<file path="config.mk">
export PLATFORM = sky130hd
export DESIGN_NAME = phase_arbiter
export DESIGN_NICKNAME = d
export VERILOG_FILES = /design/src/rtl/phase_arbiter.sv
export SDC_FILE = /design/constraint.sdc
export NUM_CORES = 1
export LEC_CHECK = 0
export CAP_MARGIN = 5
export CORE_UTILIZATION = 49
export CTS_BUF_LIST = sky130_fd_sc_hd__clkbuf_4 sky130_fd_sc_hd__clkbuf_8 sky130_fd_sc_hd__clkbuf_16
export CTS_CLUSTER_DIAMETER = 120
export CTS_CLUSTER_SIZE = 20
export DETAILED_ROUTE_END_ITERATION = 8
export PLACE_DENSITY = 0.81
export SKIP_CTS_REPAIR_TIMING = 1
export SLEW_MARGIN = 10
export SYNTH_ARGS = -nofsm -noshare
export SYNTH_HDL_FRONTEND = slang
export SYNTH_SLANG_ARGS = --single-unit
</file>
<file path="constraint.sdc">
create_clock -name clock -period 5.6 [get_ports clock]
set_input_delay 0.84 -clock clock [delete_from_list [all_inputs] [get_ports clock]]
set_output_delay 0.84 -clock clock [all_outputs]
set_load 0.03 [all_outputs]
</file>
<file path="src/rtl/phase_arbiter.sv">
// Three-requester round-robin front end for a single shared phase engine.
// Optional BUSY timeout with per-requester error pulse: define PHASE_ARB_TIMEOUT_EN.

module phase_arbiter #(
    parameter int unsigned TIMEOUT_CYCLES = 63
) (
    input  logic        clock,
    input  logic        reset,
    input  logic        enable,
    input  logic [31:0] req0_i,
    input  logic [31:0] req0_q,
    input  logic        req0_stb,
    input  logic [31:0] req1_i,
    input  logic [31:0] req1_q,
    input  logic        req1_stb,
    input  logic [31:0] req2_i,
    input  logic [31:0] req2_q,
    input  logic        req2_stb,
    output logic [31:0] req0_phase,
    output logic        req0_phase_stb,
    output logic        req0_pending,
    output logic        req0_err,
    output logic [31:0] req1_phase,
    output logic        req1_phase_stb,
    output logic        req1_pending,
    output logic        req1_err,
    output logic [31:0] req2_phase,
    output logic        req2_phase_stb,
    output logic        req2_pending,
    output logic        req2_err,
    output logic [2:0]  overflow,
    output logic [31:0] phase_in_i,
    output logic [31:0] phase_in_q,
    output logic        phase_in_stb,
    input  logic [31:0] phase_out,
    input  logic        phase_out_stb
);
    localparam int unsigned N_REQ  = 3;
    localparam int unsigned DATA_W = 32;
    localparam int unsigned IDX_W  = 2;

    if (TIMEOUT_CYCLES < 2 || TIMEOUT_CYCLES > 255) begin : g_bad_timeout
        $error("phase_arbiter: TIMEOUT_CYCLES must be in 2..255");
    end

    typedef enum logic [1:0] {IDLE, ISSUE, BUSY} state_t;

    state_t             state;
    logic [DATA_W-1:0]  in_i [N_REQ];
    logic [DATA_W-1:0]  in_q [N_REQ];
    logic [N_REQ-1:0]   stb_vec;
    logic [N_REQ-1:0]   slot_valid;
    logic [DATA_W-1:0]  slot_i [N_REQ];
    logic [DATA_W-1:0]  slot_q [N_REQ];
    logic [IDX_W-1:0]   owner;
    logic [IDX_W-1:0]   last_grant;
    logic [DATA_W-1:0]  phase_r [N_REQ];
    logic [N_REQ-1:0]   phase_stb_r;
    logic [N_REQ-1:0]   overflow_r;
    logic [N_REQ-1:0]   accept;
    logic [N_REQ-1:0]   req_vec;
    logic               grant_valid;
    logic [IDX_W-1:0]   grant_idx;
    logic [IDX_W-1:0]   cand;

    assign in_i[0] = req0_i;
    assign in_i[1] = req1_i;
    assign in_i[2] = req2_i;
    assign in_q[0] = req0_q;
    assign in_q[1] = req1_q;
    assign in_q[2] = req2_q;
    assign stb_vec = {req2_stb, req1_stb, req0_stb};

    assign req0_phase     = phase_r[0];
    assign req1_phase     = phase_r[1];
    assign req2_phase     = phase_r[2];
    assign req0_phase_stb = phase_stb_r[0];
    assign req1_phase_stb = phase_stb_r[1];
    assign req2_phase_stb = phase_stb_r[2];
    assign req0_pending   = slot_valid[0];
    assign req1_pending   = slot_valid[1];
    assign req2_pending   = slot_valid[2];
    assign overflow       = overflow_r;

`ifdef PHASE_ARB_TIMEOUT_EN
    localparam int unsigned CNT_W = 8;

    logic [CNT_W-1:0] busy_cnt;
    logic [N_REQ-1:0] err_r;

    assign req0_err = err_r[0];
    assign req1_err = err_r[1];
    assign req2_err = err_r[2];
`else
    assign req0_err = 1'b0;
    assign req1_err = 1'b0;
    assign req2_err = 1'b0;
`endif

    function automatic logic [IDX_W-1:0] next_idx(input logic [IDX_W-1:0] idx);
        return (idx == IDX_W'(N_REQ - 1)) ? '0 : idx + IDX_W'(1);
    endfunction

    // A slot being issued this cycle counts as empty, so a same-cycle strobe refills it.
    always_comb begin
        accept = '0;
        for (int n = 0; n < N_REQ; n++) begin
            accept[n] = stb_vec[n] &
                        (~slot_valid[n] | ((state == ISSUE) & (owner == IDX_W'(n))));
        end
    end

    // Round-robin search starting after the last granted requester.
    always_comb begin
        req_vec     = slot_valid | stb_vec;
        grant_valid = 1'b0;
        grant_idx   = '0;
        cand        = last_grant;
        for (int k = 0; k < N_REQ; k++) begin
            cand = next_idx(cand);
            if (!grant_valid && req_vec[cand]) begin
                grant_valid = 1'b1;
                grant_idx   = cand;
            end
        end
    end

    always_ff @(posedge clock) begin
        if (reset) begin
            state        <= IDLE;
            owner        <= '0;
            last_grant   <= IDX_W'(N_REQ - 1);
            slot_valid   <= '0;
            phase_stb_r  <= '0;
            overflow_r   <= '0;
            phase_in_i   <= '0;
            phase_in_q   <= '0;
            phase_in_stb <= 1'b0;
            for (int n = 0; n < N_REQ; n++) begin
                slot_i[n]  <= '0;
                slot_q[n]  <= '0;
                phase_r[n] <= '0;
            end
`ifdef PHASE_ARB_TIMEOUT_EN
            busy_cnt <= '0;
            err_r    <= '0;
`endif
        end else begin
            phase_in_stb <= 1'b0;
            phase_stb_r  <= '0;
`ifdef PHASE_ARB_TIMEOUT_EN
            err_r        <= '0;
`endif
            if (enable) begin
                overflow_r <= overflow_r | (stb_vec & ~accept);
                case (state)
                    IDLE: begin
                        if (grant_valid) begin
                            owner      <= grant_idx;
                            last_grant <= grant_idx;
                            state      <= ISSUE;
                        end
                    end
                    ISSUE: begin
                        phase_in_i         <= slot_i[owner];
                        phase_in_q         <= slot_q[owner];
                        phase_in_stb       <= 1'b1;
                        slot_valid[owner]  <= 1'b0;
                        state              <= BUSY;
`ifdef PHASE_ARB_TIMEOUT_EN
                        busy_cnt           <= '0;
`endif
                    end
                    BUSY: begin
                        if (phase_out_stb) begin
                            phase_r[owner]     <= phase_out;
                            phase_stb_r[owner] <= 1'b1;
                            state              <= IDLE;
                        end
`ifdef PHASE_ARB_TIMEOUT_EN
                        else if (busy_cnt == CNT_W'(TIMEOUT_CYCLES - 1)) begin
                            err_r[owner] <= 1'b1;
                            state        <= IDLE;
                        end else begin
                            busy_cnt <= busy_cnt + CNT_W'(1);
                        end
`endif
                    end
                    default: state <= IDLE;
                endcase
                for (int n = 0; n < N_REQ; n++) begin
                    if (accept[n]) begin
                        slot_valid[n] <= 1'b1;
                        slot_i[n]     <= in_i[n];
                        slot_q[n]     <= in_q[n];
                    end
                end
            end
        end
    end

endmodule

</file>
==> results of run 1 <==
-- worst max-delay path, cell delays in order --
cell and delay (ns):
clkdlybuf4s50_1 0.67, inv_2 0.11, or4_4 0.63, nor3_4 0.13, buf_4 0.31, or2_2 0.71
-- metrics by stage --
stage | utilization (%) | cell area [µm²] | setup slack, ns | hold slack [ns]
after floorplan | - | 15000 | 1.21 | 0.471
after global placement | 64.2 | 19200 | 1.86 | 0.443
after detailed placement | 64.2 | 19200 | 1.81 | 0.447
after CTS | 66.6 | 19900 | 2.34 | 0.459
after global routing | 66.6 | 20000 | 2.18 | 0.478
final | 66.6 | 20000 | 2.33 | 0.457
-- worst paths after layout --
kind         cells past startpoint                   startpoint                           end  slack (ns)
min reg2reg                      2  phase_in_q[30]$_SDFFE_PP0P_   phase_in_q[30]$_SDFFE_PP0P_        0.46
max                              6                       enable  phase_r[0][18]$_SDFFCE_PN0P_        2.33
min                              2  phase_in_q[30]$_SDFFE_PP0P_   phase_in_q[30]$_SDFFE_PP0P_        0.46
max reg2reg                      4        owner[0]$_SDFFE_PP0P_   slot_i[1][24]$_SDFFCE_PN0P_        2.67
-- flip-flops by register name, indices dropped and copies added (netlist names) --
register / cells
state: 2
phase_in_i: 32
phase_stb_r: 3
last_grant: 1
slot_valid: 3
phase_in_stb: 1
phase_r: 96
overflow: 3
phase_in_q: 32
owner: 2
slot_i: 96
slot_q: 96
-- power by group --
group / internal (mW) / switching [mW] / total (mW)
Clock: 0.856 / 0.860 / 1.72
Combinational: 0.342 / 0.389 / 0.731
Sequential: 3.12 / 0.0738 / 3.20
-- layer usage --
layer / track usage (%) / vias to the layer above / routed length [µm]
met4: 9.27 / 8 / 1140
met2: 39.6 / 522 / 18200
li1: - / 4763 / -
met3: 5.13 / 71 / 3380
met1: 29.3 / 4781 / 14300
met5: 0 / - / 61
-- layout make-up --
type,instances,area [µm²]
flip-flops and latches,367,10200
fillers,2119,10000
multi-input cells,738,4400
repair buffers,412,4100
clock buffers,39,696
well taps,390,488
clock inverters,1,16.3
diodes,4,10.0
inverters,2,7.51
-- cell usage in the layout (no fill, tap or decap), drive strengths merged, types with 2 or more instances in the layout --
cell type and n:
a21o 2, a21oi 73, a41oi 2, and2 96, buf 13, clkbuf 39
clkdlybuf4s50 399, conb 3, dfxtp 79, diode 4, edfxtp 288, inv 2
mux2i 64, nand2 201, nand2b 3, nor2 10, nor2b 193, nor3 2
o21ai 73, o31ai 3, or2 3, or4 2
-- cells by family (layout without fill, tap and decap cells) --
| group | after synthesis | count (layout) | synth area share [%] |
|---|---|---|---|
| multiplexers | 64 | 64 | 4.26 |
| buffers and inverters | 82 | 454 | 3.20 |
| AO/OA/AOI/OAI | 158 | 158 | 5.58 |
| other | 1 | 7 | 0.0249 |
| flip-flops | 367 | 367 | 68.0 |
| AND/OR/NAND/NOR | 513 | 513 | 18.9 |
==> flow_metrics.tcl, run 1 <==
set metrics [dict create \
    antenna_found_initial 8 \
    dpl.hpwl_mm 24.6 \
    cts_tree "built" \
    grt_max_degree 122 \
    portBuffers 400 \
    crit_path_end_kind "register" \
    ys_async_sr_fraction_pct 0 \
    synth_cell_type_count 36 \
    drc 0 \
    synth_common_cells "edfxtp_1, nand2_1, nor2b_1" \
    ant_nets 0 \
    clock-sinks 367 \
    instances_no_fill 1953 \
    p_leak_nw 6.91 \
    drv_slew 0 \
    path_clk_slew_ns 0.08 \
    grt_setup_unrepaired "no" \
    skew_ns 0.0204 \
    worstPathRequired_ns 5.75 \
    cts_max_level 1 \
    gp_congestion 0.777 \
    synth_cells 1185 \
    power_density_nw_per_um2 283 \
    fp.coreArea_um2 30000 \
    die_area_um2 31400 \
    worst_pin_slew_ns 1.13 \
    grt_pass1_wl_mm 56.2 \
    layout-drive-gt1-share_pct 8.15 \
    first_pass_iters 5 \
    rows 63 \
    cap_violations 0 \
    nNetsFinal 1774 \
    total_power_mw 5.64 \
    crit_path_max_fanout 34 \
    worstPathArrival_ns 3.42 \
    routed_via_density 5.19 \
    syn-mean-instance-area_um2 12.7 \
    vias 10100 \
    ios 404 \
    tns_ns 0 \
    synth_most_common_cell "edfxtp_1" \
    outcome "finished clean" \
    yosysWarnings 0 \
    wl_per_cell_um 19.0 \
    wl_mm 37.1 \
    root_buffer "clkbuf_16" \
    numCtsBuffers 22 \
    yosys_most_used_dff "edfxtp_1" \
    slew-limit-headroom_pct 24.5 \
    synth_area_leaders "edfxtp_1, dfxtp_1, nor2b_1, nand2_1, mux2i_1" \
    ys_ff_latch 367 \
    initial_core_util_pct 50.2 \
    setup_viol 0 \
    grt_usage_pct 23.5 \
    finalCritPeriodShare_pct 58.4 \
    drtIter0Drc 732 \
    seq_area_frac_synth_pct 68.0 \
    min_path_type "register to register" \
    overflow 0 \
    die_w_um 177 \
    fmax_ghz 0.306 \
    ir_drop_v 0.000197 \
    synth_area_um2 15000 \
    clk_latency_ns 0.53 \
    finalHoldViolCount 0 \
    area_growth_pct 32.7 \
    dpl.cell_count 1909 \
    fin_crit_ns 3.27 \
    critPathKind "primary input to register" \
    crit_path_start_kind "primary input" \
    die_y_um 177 \
    synth_edf_count 288 \
    synth_largest_area_cell "edfxtp_1" \
    grt_pass1_vias 10200 \
    synth_top_area_share_pct 57.5 \
    cts_max_path_buffers 3 \
]
No activity file was read; power rests on OpenSTA's default activity.
==> run 2: changes to the inputs <==
- CORE_UTILIZATION: 49 -> 44
- PLACE_DENSITY: 0.81 -> 0.77
- clock period: 5.6 -> 2.7 ns (I/O delays scaled with it)
==> run 2 against run 1 <==
Net effect: worst hold slack worse by 0.28 ns; global-route usage is 1.8 points lower; critical path type is now register to register; register-to-register slack worse by 2.2 ns; critical endpoint is now slot_q[2][10]$_SDFFCE_PN0P_; clock power is 100% higher; cell count is 4.0% higher.
==> flow_metrics.tcl, run 2 (synthesis results as in run 1) <==
set metrics [dict create \
    outcome "finished clean" \
    grt_max_degree 131 \
    worstHoldStart "reset" \
    crit_chain "or4bb_1, a21oi_1, or2_4, buf_4" \
    numCtsBuffers 22 \
    antenna_found_initial 3 \
    p_leak_nw 7.11 \
    die_y_um 187 \
    min_to "owner[1]$_SDFFE_PP0P_" \
    portBuffers 400 \
    root_buffer "clkbuf_16" \
    drtIter0Drc 658 \
    die_area_um2 34900 \
    finalCritPeriodShare_pct 82.1 \
    wl_mm 38.6 \
    drv_slew 0 \
    finalHoldViolCount 0 \
    fin_crit_ns 2.22 \
    grt_pass1_vias 10100 \
    crit_path_end_kind "register" \
    layout-drive-gt1-share_pct 9.37 \
    nNetsFinal 1797 \
    setup_viol 0 \
    fin_area_um2 20400 \
    slowest_stage "or4bb_1" \
    post-route-util_pct 60.8 \
    gp_congestion 0.843 \
    drc 0 \
    setup_ws_ns 0.485 \
    timing.reg2reg.setup_slack_ns 0.48 \
    crit_path_max_fanout 11 \
    grt_usage_pct 21.7 \
    die_w_um 187 \
    worstPathRequired_ns 2.92 \
    routed_via_density 4.94 \
    clock-sinks 367 \
    first_pass_iters 5 \
    clk_latency_ns 0.53 \
    final_common_cell "clkdlybuf4s50_1" \
    ant_nets 0 \
    critPathKind "register to register" \
    min_path_type "primary input to register" \
    reg2reg_depth 4 \
    dpl.hpwl_mm 26.3 \
    vias 10000 \
    cap_violations 0 \
    placed_area_um2 19700 \
    grt_setup_unrepaired "no" \
    initial_core_util_pct 44.7 \
    worstPathArrival_ns 2.43 \
    slew-limit-headroom_pct 58.0 \
    tns_ns 0 \
    cts_tree "built" \
    layout_common_cells "clkdlybuf4s50_1, edfxtp_1, nand2_1" \
    slowest_delay_ns 0.54 \
    area_growth_pct 35.9 \
    overflow 0 \
    holdPathStages 2 \
    rows 67 \
    grt_pass1_wl_mm 58.1 \
    ios 404 \
    r2r_start "state[0]$_SDFFE_PP0P_" \
    fp.coreArea_um2 33600 \
    fmax_ghz 0.451 \
    largest_registers "phase_r x96, slot_i x96, slot_q x96" \
    worst_pin_slew_ns 0.630 \
    timing.rr.end "slot_q[2][10]$_SDFFCE_PN0P_" \
    cts_max_path_buffers 3 \
    wl_per_cell_um 19.0 \
    path_clk_slew_ns 0.09 \
    power_density_nw_per_um2 576 \
    cts_max_level 1 \
    place_ws_ns 0.219 \
    ir_drop_v 0.000427 \
    crit_path_start_kind "register" \
    skew_ns 0.0186 \
]
[run 2: cell count changes in the layout (fill, tap and decap cells not counted)]
cell      delta
buf_4        +3
nand2_2      -1
clkbuf_4     -2
buf_12      +20
diode_2      -1
nand2_4      +1
[run 2: worst max-delay path, delay by kind of cell (launching register included)]
kind	cells	cell delay, ns
simple gates	2	0.86
compound gates	1	0.34
buf+inv	1	0.26
flops	1	0.43
[run 2: how the worst max path moves through the flow]
stage | startpoint | endpoint | cells after the start
after global placement | enable | phase_r[0][15]$_SDFFCE_PN0P_ | 6
final | state[0]$_SDFFE_PP0P_ | slot_q[2][10]$_SDFFCE_PN0P_ | 4
after global routing | state[0]$_SDFFE_PP0P_ | slot_q[2][10]$_SDFFCE_PN0P_ | 4
after detailed placement | enable | slot_q[1][2]$_SDFFCE_PN0P_ | 8
after floorplan | enable | phase_r[2][0]$_SDFFCE_PN0P_ | 4
after CTS | state[0]$_SDFFE_PP0P_ | slot_q[2][6]$_SDFFCE_PN0P_ | 4
[run 2: where the power goes]
part / leakage [nW] / internal [mW] / switching [mW]
Combinational: 3.09 / 0.790 / 0.864
Clock: 0.355 / 1.74 / 1.78
Sequential: 3.66 / 6.47 / 0.122
[run 2: final cells by class]
| type | instances | area (µm²) |
|---|---|---|
| Clock buffer | 37 | 681 |
| Antenna cell | 3 | 7.51 |
| Multi-Input combinational cell | 738 | 4400 |
| Timing Repair Buffer | 435 | 4530 |
| Tap cell | 448 | 561 |
| Inverter | 2 | 7.51 |
| Clock inverter | 1 | 16.3 |
| Fill cell | 2588 | 13200 |
| Sequential cell | 367 | 10200 |
[run 2: metrics by stage]
step	total power [mW]	instances	hold slack [ns]
floorplan	7.57	1187	0.471
global placement	8.35	1990	0.443
detailed placement	8.39	1990	0.446
CTS	11.9	2028	0.153
global route	12.2	2029	0.148
finish	11.8	2031	0.172
[run 2: metal layers]
metal | track usage (%) | wire, µm
met5 | 0 | 0
met4 | 4.35 | 602
met3 | 5.82 | 3360
met2 | 39.5 | 19600
met1 | 25.6 | 15000
==> run 3: changes to the inputs <==
- clock period: 2.7 -> 1.93 ns (I/O delays scaled with it)
==> run 3 against run 2 <==
Net effect: the run now ends with negative setup slack left; wire length rose by 3.7%; fmax rose by 12%; combinational power grew 56%; largest power group unchanged; core utilization increased by 2.6 points; worst hold slack better by 0.095 ns; count of clock-buffer cells in the layout fell by 1; cell count is 2.2% higher; sequential power grew 40%; clock power rose by 38%; critical path depth grew 2.
==> flow_metrics.tcl, run 3 (synthesis results as in run 1) <==
set metrics [dict create \
    crit_path_end_kind "register" \
    critPathKind "register to register" \
    finalHoldViolCount 0 \
    r2r_start "owner[1]$_SDFFE_PP0P_" \
    reg2reg_depth 6 \
    die_y_um 187 \
    min_path_type "primary input to register" \
    holdWs_ns 0.267 \
    fp.coreArea_um2 33600 \
    drt-met1-wl_mm 15.7 \
    numCtsBuffers 22 \
    rows 67 \
    violations "negative setup slack" \
    instances_no_fill 2076 \
    fmax_ghz 0.505 \
    met3_length_mm 3.01 \
    min_to "phase_in_q[26]$_SDFFE_PP0P_" \
    holdPathStages 3 \
    layout_common_cells "clkdlybuf4s50_1, edfxtp_1, nand2_1" \
    clk_latency_ns 0.54 \
    grt_pass1_wl_mm 58.5 \
    worstPathRequired_ns 2.30 \
    path_clk_slew_ns 0.08 \
    largest_registers "phase_r x96, slot_i x96, slot_q x96" \
    crit_path_start_kind "register" \
    cts_max_path_buffers 3 \
    vias 10400 \
    ios 404 \
    timing.rr.end "slot_i[1][10]$_SDFFCE_PN0P_" \
    highest_layer "met5" \
    placed_area_um2 20000 \
    ir_drop_v 0.000547 \
    first_pass_iters 5 \
    setup_viol 84 \
    die_area_um2 34900 \
    drtIter0Drc 556 \
    fillers 2466 \
    fin_area_um2 21300 \
    outcome "complete, but fails checks" \
    area_growth_pct 41.7 \
    clock-sinks 367 \
    worstHoldStart "reset" \
    grt_setup_unrepaired "yes" \
    setup_ws_ns -0.0511 \
    gp_congestion 0.826 \
    drc 0 \
    layout-drive-gt1-share_pct 14.7 \
    worstPathArrival_ns 2.36 \
    wl_mm 40.0 \
    fin_crit_ns 1.98 \
    crit_path_max_fanout 28 \
    root_buffer "clkbuf_16" \
    p_leak_nw 7.91 \
    ant_nets 0 \
    antenna_found_initial 6 \
    grt_pass1_vias 10400 \
    wl_per_cell_um 19.3 \
    post-route-util_pct 63.4 \
    dpl.cell_count 2017 \
    routed_via_density 5.01 \
    cap_violations 0 \
    final_common_cell "clkdlybuf4s50_1" \
    drv_slew 0 \
    dpl.hpwl_mm 27.0 \
    grt_usage_pct 21.7 \
    slew-limit-headroom_pct 61.1 \
    die_w_um 187 \
    cts_tree "built" \
    skew_ns 0.0257 \
    tns_ns -1.03 \
    cts_max_level 1 \
    timing.reg2reg.setup_slack_ns -0.05 \
    grt_max_degree 123 \
    overflow 0 \
    finalCritPeriodShare_pct 103 \
    worst_pin_slew_ns 0.584 \
    dr_wl_met2_mm 20.1 \
    nNetsFinal 1841 \
    portBuffers 400 \
    cp-startpoint "owner[1]$_SDFFE_PP0P_" \
    initial_core_util_pct 44.7 \
    power_density_nw_per_um2 782 \
]
## run 3: cell types whose count changed in the layout (fill, tap and decap cells not counted), moves of 5 or more
cell and change:
nor2b_2 +24, buf_4 +23, dlymetal6s2s_1 +21, clkdlybuf4s50_1 -23, buf_12 +5, nor2b_4 +16
nor2b_1 -40, clkbuf_16 +8, buf_6 +7
## run 3: worst max path at each step
stage	end	slack (ns)
finish	slot_i[1][10]$_SDFFCE_PN0P_	-0.05
global route	slot_q[2][8]$_SDFFCE_PN0P_	-0.1
CTS	req0_pending	-0.17
detailed placement	slot_q[0][9]$_SDFFCE_PN0P_	-0.37
global placement	phase_r[0][20]$_SDFFCE_PN0P_	-0.35
floorplan	slot_i[2][0]$_SDFFCE_PN0P_	-0.11
## run 3: where the power goes
part	total (mW)	internal, mW	switching, mW	leakage, nW
logic	2.58	1.29	1.29	3.90
clock network	4.86	2.37	2.49	0.349
registers	9.23	9.06	0.173	3.66
## run 3: cell type report
| type | count | area, µm² | area share [%] |
|---|---|---|---|
| flip-flops and latches | 367 | 10200 | 48.1 |
| clock buffers | 36 | 656 | 3.08 |
| repair buffers | 479 | 5180 | 24.3 |
| clock inverters | 2 | 32.5 | 0.153 |
| multi-input cells | 738 | 4620 | 21.7 |
| well taps | 448 | 561 | 2.63 |
| diodes | 4 | 10.0 | 0.0470 |
| inverters | 2 | 10.0 | 0.0470 |
## run 3: through the flow
step                      power (mW)  setup slack, ns
final                           16.7          -0.0511
after global routing            17.3          -0.0957
after CTS                       16.6           -0.168
after detailed placement        11.8           -0.366
after global placement          11.8           -0.348
after floorplan                 10.6           -0.115
## run 3: routing by layer
| metal | track usage [%] | vias to the layer above |
|---|---|---|
| li1 | - | 4905 |
| met1 | 26.8 | 4964 |
| met2 | 38.3 | 453 |
| met3 | 4.35 | 76 |
| met4 | 6.78 | 4 |
| met5 | 0 | - |
## run 3: critical path, cell delays in order (launching register included)
cell and delay [ns]:
dfxtp_4 0.36, or4b_4 0.58, a211oi_4 0.26, a221oi_4 0.09, buf_12 0.18, buf_12 0.17
nor2b_1 0.14
